--- config.mk ---
export PLATFORM = sky130hd
export DESIGN_NAME = img_uart_sender
export DESIGN_NICKNAME = d
export VERILOG_FILES = /design/src/rtl/img_uart_sender.sv
export SDC_FILE = /design/constraint.sdc
export NUM_CORES = 1
export LEC_CHECK = 0
export CORE_ASPECT_RATIO = 2
export CORE_UTILIZATION = 45
export CTS_BUF_LIST = sky130_fd_sc_hd__clkbuf_8 sky130_fd_sc_hd__clkbuf_16
export CTS_CLUSTER_SIZE = 10
export DETAILED_ROUTE_END_ITERATION = 10
export PLACE_DENSITY = 0.69
export REMOVE_ABC_BUFFERS = 1
export SLEW_MARGIN = 20
export SYNTH_ARGS = -nofsm -noshare
export SYNTH_HDL_FRONTEND = slang
export SYNTH_SLANG_ARGS = --single-unit
--- constraint.sdc ---
create_clock -name clk_in -period 2.2 [get_ports clk_in]
set_input_delay 0.44 -clock clk_in [delete_from_list [all_inputs] [get_ports clk_in]]
set_output_delay 0.44 -clock clk_in [all_outputs]
set_load 0.05 [all_outputs]
--- src/rtl/img_uart_sender.sv ---
// img_uart_sender: streams a frame BRAM out over an 8N1 UART line, one pixel per frame
module img_uart_sender #(
  parameter int CLOCKS_PER_BAUD = 50,
  parameter int NUM_PIXELS = 16384,
  parameter int ADDR_WIDTH = 14,
  parameter int READ_LATENCY = 2
) (
  input  logic                  clk_in,
  input  logic                  rst_in,
  input  logic                  start_in,
  output logic [ADDR_WIDTH-1:0] bram_addr_out,
  input  logic [7:0]            bram_data_in,
  output logic                  tx_out,
  output logic                  busy_out,
  output logic                  done_out,
  output logic [ADDR_WIDTH:0]   pixel_count_out
);
  localparam int BW = $clog2(CLOCKS_PER_BAUD);
  localparam int FW = $clog2(READ_LATENCY) + 1;
  typedef enum logic [1:0] {IDLE, FETCH, SEND, DONE} state_t;
  state_t state_q, state_d;
  logic [ADDR_WIDTH-1:0] addr_q, addr_d;
  logic [ADDR_WIDTH:0] cnt_q, cnt_d;
  logic [BW-1:0] baud_q, baud_d;
  logic [3:0] bit_q, bit_d;
  logic [FW-1:0] fetch_q, fetch_d;
  logic [7:0] shift_q, shift_d;
  logic tx_q, tx_d;
  logic last_pixel;
  assign last_pixel = addr_q == ADDR_WIDTH'(NUM_PIXELS - 1);
  assign bram_addr_out = addr_q;
  assign pixel_count_out = cnt_q;
  assign tx_out = tx_q;
  assign busy_out = (state_q == FETCH) || (state_q == SEND);
  assign done_out = state_q == DONE;
  always_ff @(posedge clk_in) begin
    if (!rst_in) begin
      state_q <= IDLE;
      addr_q <= '0;
      cnt_q <= '0;
      baud_q <= '0;
      bit_q <= '0;
      fetch_q <= '0;
      shift_q <= '0;
      tx_q <= 1'b1;
    end else begin
      state_q <= state_d;
      addr_q <= addr_d;
      cnt_q <= cnt_d;
      baud_q <= baud_d;
      bit_q <= bit_d;
      fetch_q <= fetch_d;
      shift_q <= shift_d;
      tx_q <= tx_d;
    end
  end
  always_comb begin
    state_d = state_q;
    addr_d = addr_q;
    cnt_d = cnt_q;
    baud_d = baud_q;
    bit_d = bit_q;
    fetch_d = fetch_q;
    shift_d = shift_q;
    tx_d = tx_q;
    case (state_q)
      IDLE: begin
        tx_d = 1'b1;
        if (start_in) begin
          addr_d = '0;
          cnt_d = '0;
          fetch_d = '0;
          state_d = FETCH;
        end
      end
      FETCH: begin
        fetch_d = fetch_q + 1'b1;
        if (fetch_q == FW'(READ_LATENCY - 1)) begin
          shift_d = bram_data_in;
          fetch_d = '0;
          baud_d = '0;
          bit_d = '0;
          tx_d = 1'b0;
          state_d = SEND;
        end
      end
      SEND: begin
        baud_d = baud_q + 1'b1;
        if (baud_q == BW'(CLOCKS_PER_BAUD - 1)) begin
          baud_d = '0;
          bit_d = bit_q + 4'd1;
          tx_d = (bit_q == 4'd8) ? 1'b1 : shift_q[bit_q[2:0]];
          if (bit_q == 4'd9) begin
            bit_d = '0;
            tx_d = 1'b1;
            cnt_d = cnt_q + 1'b1;
            addr_d = last_pixel ? addr_q : addr_q + 1'b1;
            state_d = last_pixel ? DONE : FETCH;
          end
        end
      end
      DONE: state_d = IDLE;
    endcase
  end
endmodule

==> results of run 1 <==
[synthesized netlist by cell type (4+ instances only)]
cell type	count
dfxtp_1	52
nor2_1	37
xnor2_1	24
nand2_1	18
nor2b_1	15
nand4_1	12
nor4_2	12
nand3_1	11
mux2i_1	10
clkbuf_1	8
ha_1	8
a21oi_1	7
xor2_1	7
and3_1	5
and4_1	5
inv_1	5
nor3_1	5
nor3b_1	4
[where the power goes]
group | total, mW | leakage (nW) | switching, mW | internal [mW]
sequential | 1.09 | 0.420 | 0.0744 | 1.01
clock | 1.12 | 0.104 | 0.353 | 0.767
combinational | 1.09 | 0.717 | 0.681 | 0.413
total | 3.30 | 1.24 | 1.11 | 2.19
[cells by family (layout without fill, tap and decap cells)]
| family | after synthesis | count (layout) |
|---|---|---|
| AO/OA/AOI/OAI | 27 | 27 |
| AND/OR/NAND/NOR | 143 | 143 |
| buffers and inverters | 18 | 70 |
| XOR/XNOR | 31 | 31 |
| multiplexers | 12 | 12 |
| flip-flops | 52 | 52 |
| adder cells (fa/ha/maj) | 8 | 8 |
[layout make-up]
cell class | count | area share [%]
Multi-Input combinational cell | 221 | 45.8
Inverter | 5 | 0.538
Clock buffer | 5 | 3.59
Timing Repair Buffer | 57 | 15.5
Tap cell | 61 | 2.19
Clock inverter | 3 | 2.58
Sequential cell | 52 | 29.8
[flip-flops by register name, summed over array words and instances (netlist names)]
register	flops
baud_q	6
fetch_q	2
shift_q	8
tx_out	1
bram_addr_out	14
pixel_count_out	15
bit_q	4
state_q	2
[stage by stage]
step	TNS [ns]	power, mW
after floorplan	-17.89	1.83
after global placement	0	2.18
after detailed placement	0	2.21
after CTS	0	3.33
after global routing	0	3.47
final	0	3.30
[metal layers]
layer	vias up	GRT usage, %	share of wire (%)
met3	11	3.95	2.5
met5	-	0	0
met4	0	10.4	2.5
li1	1137	-	-
met1	1057	19.3	38
met2	45	37.0	57
[final timing paths]
kind	from	endpoint	depth (start not counted)
worst min register to register	fetch_q[1]$_SDFFE_PN0P_	fetch_q[1]$_SDFFE_PN0P_	1
worst max-delay path	bram_addr_out[2]$_SDFFE_PN0P_	bram_addr_out[2]	1
worst min-delay path	fetch_q[1]$_SDFFE_PN0P_	fetch_q[1]$_SDFFE_PN0P_	1
worst max register to register	baud_q[2]$_SDFFE_PN0P_	bram_addr_out[12]$_SDFFE_PN0P_	6
==> results.md, run 1 <==
- GRT Overall Usage: 19.7%
- Sink Count: 52
- Initial DRT Pass Iterations: 7
- Core Region: 5760 um^2
- Mean Syn Cell Area: 9.33 um^2
- Top cell type's share of synthesized area: 38.3%
- Main combinational cell family by area after synthesis: simple AND/OR/NAND/NOR gates
- DIE AREA: 6370 um^2
- CP max FO: 7
- Final min period: 2.04 ns
- Post-synthesis sequential element count: 52
- Cts bufs inserted: 5
- Final Skew: 0.00440 ns
- Number of synthesized flops with an enable pin: 0
- Post-Place Cell Area: 3270 um^2
- IO Port Bufs: 42
- DRT iter0 DRCs: 64
- Global placement routability congestion: 0.826
- Post-CTS Hold Fix Bufs: 0
- Largest net degree at the start of global routing: 29
- Max Clk Rate: 490 MHz
- Sum of buffers and inverters on the critical path: 1
- Initial antenna violation count: 0
- Final hold violation count: 0
- Fin area: 3490 um^2
- IR drop worst, VDD: 0.631 mV
- First-pass GRT wire length: 9.87 mm
- Worst Path Required: 1.76 ns
- Netlist cell types: 49
- P per Cell Area: 946 nW/um^2
- Worst setup margin: 0.160 ns
- Post-synthesis xor/xnor area fraction: 10.0%
- # DRC: 8
- Setup Fix Bufs, Post-CTS: 0
- CTS Root Cell: clkbuf_16
- DR WL/cell: 14.2 um
- Final ANT Viol Nets: 0
- Setup CP Type: flop to output port
- CTS tree: built
- Fraction of synthesized area in multiplexers: 4.93%
- Chip width: 56.9 um
- Placed insts: 396
- Overflow after GRT: 0
- Synth Area in Compound Gates: 6.68%
- HP Class: flop to flop
- Ranking of synthesized cells by area: dfxtp_1, xnor2_1, nor4_2
- Row cnt: 39
- Cell Area, Synth: 2720 um^2
- RSZ-0062 raised after global routing: no
- CP Capture Type: output port
- Max cap viols: 0
- H-Tree Depth: 2
- Via count: 2250
- Max stage delay on crit path: 0.85 ns
- CP delay by family, top: buffers and inverters
- Critical path arrival: 1.60 ns
- Resize count post-CTS: 0
- Area leader, netlist: dfxtp_1
- Max-slew violations: 0
- Critical-path cell list: clkdlybuf4s50_1
- Pre-CTS setup slack: 0.0973 ns
- Adder-cell share of the synthesized area: 3.68%
- Cell count after synthesis: 291
- Primary FF master, synth: dfxtp_1
- Startpoint Class: flop
- Clock Latency Late Sink: 0.29 ns
- Worst-Margin Slew: 0.498 ns
- Seq/Total Area, Yosys: 38.3%
- Commonest non-fill, non-tap cell in the layout: dfxtp_1
- Simple-gate share of the synthesized area: 33.3%
- Asr flop ratio synth: 0%
- Final hold slack: 0.456 ns
- Io pins: 43
- R2r setup slk: 0.17 ns
- Slowest-stage cell, CP: clkdlybuf4s50_1
- Rel. slew slack: 66.7%
- Non-Filler Instances: 404
- N_diodes: 0
- Vias/cell: 5.57
- Initial core utilization: 47.2%
- Vias in the first global route: 2189
- Setup violations, final: 0
- Layout area overhead: 28.5%
- Failing checks: DRC
- Fillers: 514
- Placed wire-length estimate: 4.26 mm
- Max Root-Sink Buffers: 2
- Register Area: 1040 um^2
- P_leak: 1.24 nW
- Die H: 112 um
- Final Cycle Share: 92.7%
- Total routed wirelength: 5.73 mm
- Ratio of cells with drive above 1 in the final layout: 14.6%
- Area of the multi-input gates: 1600 um^2
- Fin util: 60.6%
- Most frequent cells in the layout: dfxtp_1, clkdlybuf4s50_1, nor2_1, xnor2_1, nand2_1
- Final net count: 361
- Synth warnings: 0
- CTS clock-pin slew for the worst setup and hold paths: 0.07 ns
- Status: finished, violations left
No activity file was read; power rests on OpenSTA's default activity.
==> run 2, diff against run 1 <==
--- a/config.mk
+++ b/config.mk
@@ -5,7 +5,6 @@
 export SDC_FILE = /design/constraint.sdc
 export NUM_CORES = 1
 export LEC_CHECK = 0
-export CORE_ASPECT_RATIO = 2
 export CORE_UTILIZATION = 45
 export CTS_BUF_LIST = sky130_fd_sc_hd__clkbuf_8 sky130_fd_sc_hd__clkbuf_16
 export CTS_CLUSTER_SIZE = 10
==> run 2 against run 1 <==
The flow now finishes without violations. Critical path depth is the same. Via count shrank 3.3%. Count of clock-buffer cells in the layout grew 1. Maximum frequency shrank 0.45%. Critical endpoint unchanged. Utilization shrank 0.75 points. Sequential power is essentially flat. First-iteration DRC count grew 4.7%. Largest cell class unchanged. Final cell count grew 2.2%.
==> results.md, run 2 (synthesized netlist as in run 1, its figures left out) <==
- Status: finished, final reports clean
- N_diodes: 0 (unchanged)
- NetSw: 1.06 mW (-4.4%)
- Slowest-stage cell, CP: clkdlybuf4s50_1
- Core Region: 5680 um^2 (-1.4%)
- Sum of buffers and inverters on the critical path: 1 (unchanged)
- DRT iter0 DRCs: 67 (+4.7%)
- Row cnt: 27 (-31%)
- Largest net degree at the start of global routing: 29 (unchanged)
- Most frequent cells in the layout: dfxtp_1, clkdlybuf4s50_1, nor2_1, xnor2_1, nand2_1
- Global placement routability congestion: 0.800 (-3.1%)
- Initial core utilization: 47.9% (+0.69 points)
- Io pins: 43 (unchanged)
- Overflow after GRT: 0 (unchanged)
- Worst Path Required: 1.76 ns (about the same)
- DR WL/cell: 12.9 um (-9.0%)
- Rel. slew slack: 66.2% (-0.52 points)
- Max Clk Rate: 488 MHz (-0.45%)
- Layout area overhead: 25.1%
- Via count: 2175 (-3.3%)
- Worst R2R Start: baud_q[2]$_SDFFE_PN0P_
- Register Area: 1040 um^2 (unchanged)
- Worst Setup SP: bram_addr_out[2]$_SDFFE_PN0P_
- Final net count: 359 (-0.55%)
- Initial DRT Pass Iterations: 5 (-2)
- Final hold violation count: 0 (unchanged)
- IR drop worst, VDD: 0.878 mV (+39%)
- Number of flip-flops in the largest register: 15 (unchanged)
- RSZ-0062 raised after global routing: no
- Comb pwr share: 37.5% (+4.4 points)
- Commonest non-fill, non-tap cell in the layout: dfxtp_1
- First-pass GRT wire length: 9.14 mm (-7.4%)
- Total routed wirelength: 5.33 mm (-7.0%)
- DIE AREA: 6350 um^2 (-0.29%)
- Chip width: 79.7 um (+40%)
- H-Tree Depth: 2 (unchanged)
- P per Cell Area: 838 nW/um^2 (-11%)
- Sequential share of power: 38.2% (+5.3 points)
- Vias/cell: 5.27 (-5.4%)
- Final ANT Viol Nets: 0 (unchanged)
- Final min period: 2.05 ns (+0.00914 ns)
- CTS tree: built
- Cts bufs inserted: 5 (unchanged)
- Critical path arrival: 1.61 ns (about the same)
- IO Port Bufs: 42 (unchanged)
- P_leak: 1.19 nW (-4.4%)
- CP Capture Type: output port
- GRT Overall Usage: 18.0% (-1.7 points)
- Setup tns final: 0 ns (unchanged)
- Setup violations, final: 0 (unchanged)
- Switching Fraction: 37.2% (+3.6 points)
- CP delay by family, top: buffers and inverters
- Critical-path cell list: clkdlybuf4s50_1
- Max cap viols: 0 (unchanged)
- Sink Count: 52 (unchanged)
- Internal: 1.79 mW (-18%)
- # DRC: 0 (-8)
- Final hold slack: 0.475 ns (+0.0194 ns)
- Vias in the first global route: 2039 (-6.9%)
- Clock Latency Late Sink: 0.30 ns (about the same)
- Setup Fix Bufs, Post-CTS: 0 (unchanged)
- CTS Root Cell: clkbuf_8
- Final Skew: 0.00871 ns (+0.00431 ns)
- CP max FO: 7 (unchanged)
- Area of the multi-input gates: 1600 um^2 (+0.16%)
- Ratio of cells with drive above 1 in the final layout: 14.4% (-0.21 points)
- Max-slew violations: 0 (unchanged)
- Worst-Margin Slew: 0.506 ns (+0.00781 ns)
- CTS clock-pin slew for the worst setup and hold paths: 0.09 ns (+0.02 ns)
- Startpoint Class: flop
- Fillers: 507 (-1.4%)
- Hold path startpoint: fetch_q[1]$_SDFFE_PN0P_
- Final Cycle Share: 93.2% (+0.42 points)
- Die H: 79.7 um (-29%)
- Max Root-Sink Buffers: 2 (unchanged)
- Placed wire-length estimate: 3.79 mm (-11%)
- Setup CP Type: flop to output port
- Clock network fraction of total power: 24.3% (-9.6 points)
- HP Class: flop to flop
- Max stage delay on crit path: 0.85 ns (about the same)
- Initial antenna violation count: 0 (unchanged)
==> run 2: cell count changes in the layout (fill, tap and decap cells not counted) <==
cell,before,now
clkbuf_8,0,6
clkbuf_16,5,0
buf_4,16,14
bufinv_16,3,1
clkinv_4,0,1
ha_1,8,7
ha_2,0,1
==> run 2: power by group through the flow <==
stage	Clock (mW)	Sequential, mW	Combinational, mW
after detailed placement	0	1.11	1.07
final	0.692	1.09	1.07
after global routing	0.750	1.10	1.16
after global placement	0	1.11	1.06
after CTS	0.717	1.09	1.07
after floorplan	0	1.18	0.654
==> run 2: layer usage <==
metal  share of wire [%]  track usage (%)  vias up  routed length [um]
met5                   0                0        -                   0
met4                 1.0             5.64        0                  55
met3                 2.7             3.20        4                 145
met2                  44             28.5       39                2330
met1                  53             24.5     1005                2810
li1                    -                -     1127                   -
==> run 2: metrics by stage <==
stage / area [um^2] / worst slack (ns) / power (mW) / util (%) / instances
floorplan: 2650 / -0.844 / 1.83 / - / 278
global placement: 3270 / 0.130 / 2.17 / 57.7 / 405
detailed placement: 3270 / 0.135 / 2.18 / 57.7 / 405
CTS: 3390 / 0.139 / 2.88 / 59.8 / 413
global route: 3400 / 0.0412 / 3.00 / 59.9 / 413
finish: 3400 / 0.150 / 2.85 / 59.9 / 413
==> run 2: final timing paths <==
check | endpoint | slack (ns) | depth (start not counted)
min | fetch_q[1]$_SDFFE_PN0P_ | 0.48 | 1
min reg2reg | fetch_q[1]$_SDFFE_PN0P_ | 0.48 | 1
max reg2reg | bram_addr_out[9]$_SDFFE_PN0P_ | 0.24 | 6
max | bram_addr_out[2] | 0.15 | 1
==> run 2: cell type report <==
cell class,count,area share (%)
clock buffer,6,2.43
clock inverter,2,1.14
inverter,5,0.552
multi-input combinational,221,47.1
sequential,52,30.6
tap,72,2.65
timing repair buffer,55,15.5
==> run 2: repair_timing <==
item | 4_1_cts | 5_1_grt
resized for setup | 0 | 1
setup endpoints to repair | 0 | 2
hold buffers | 0 | 0
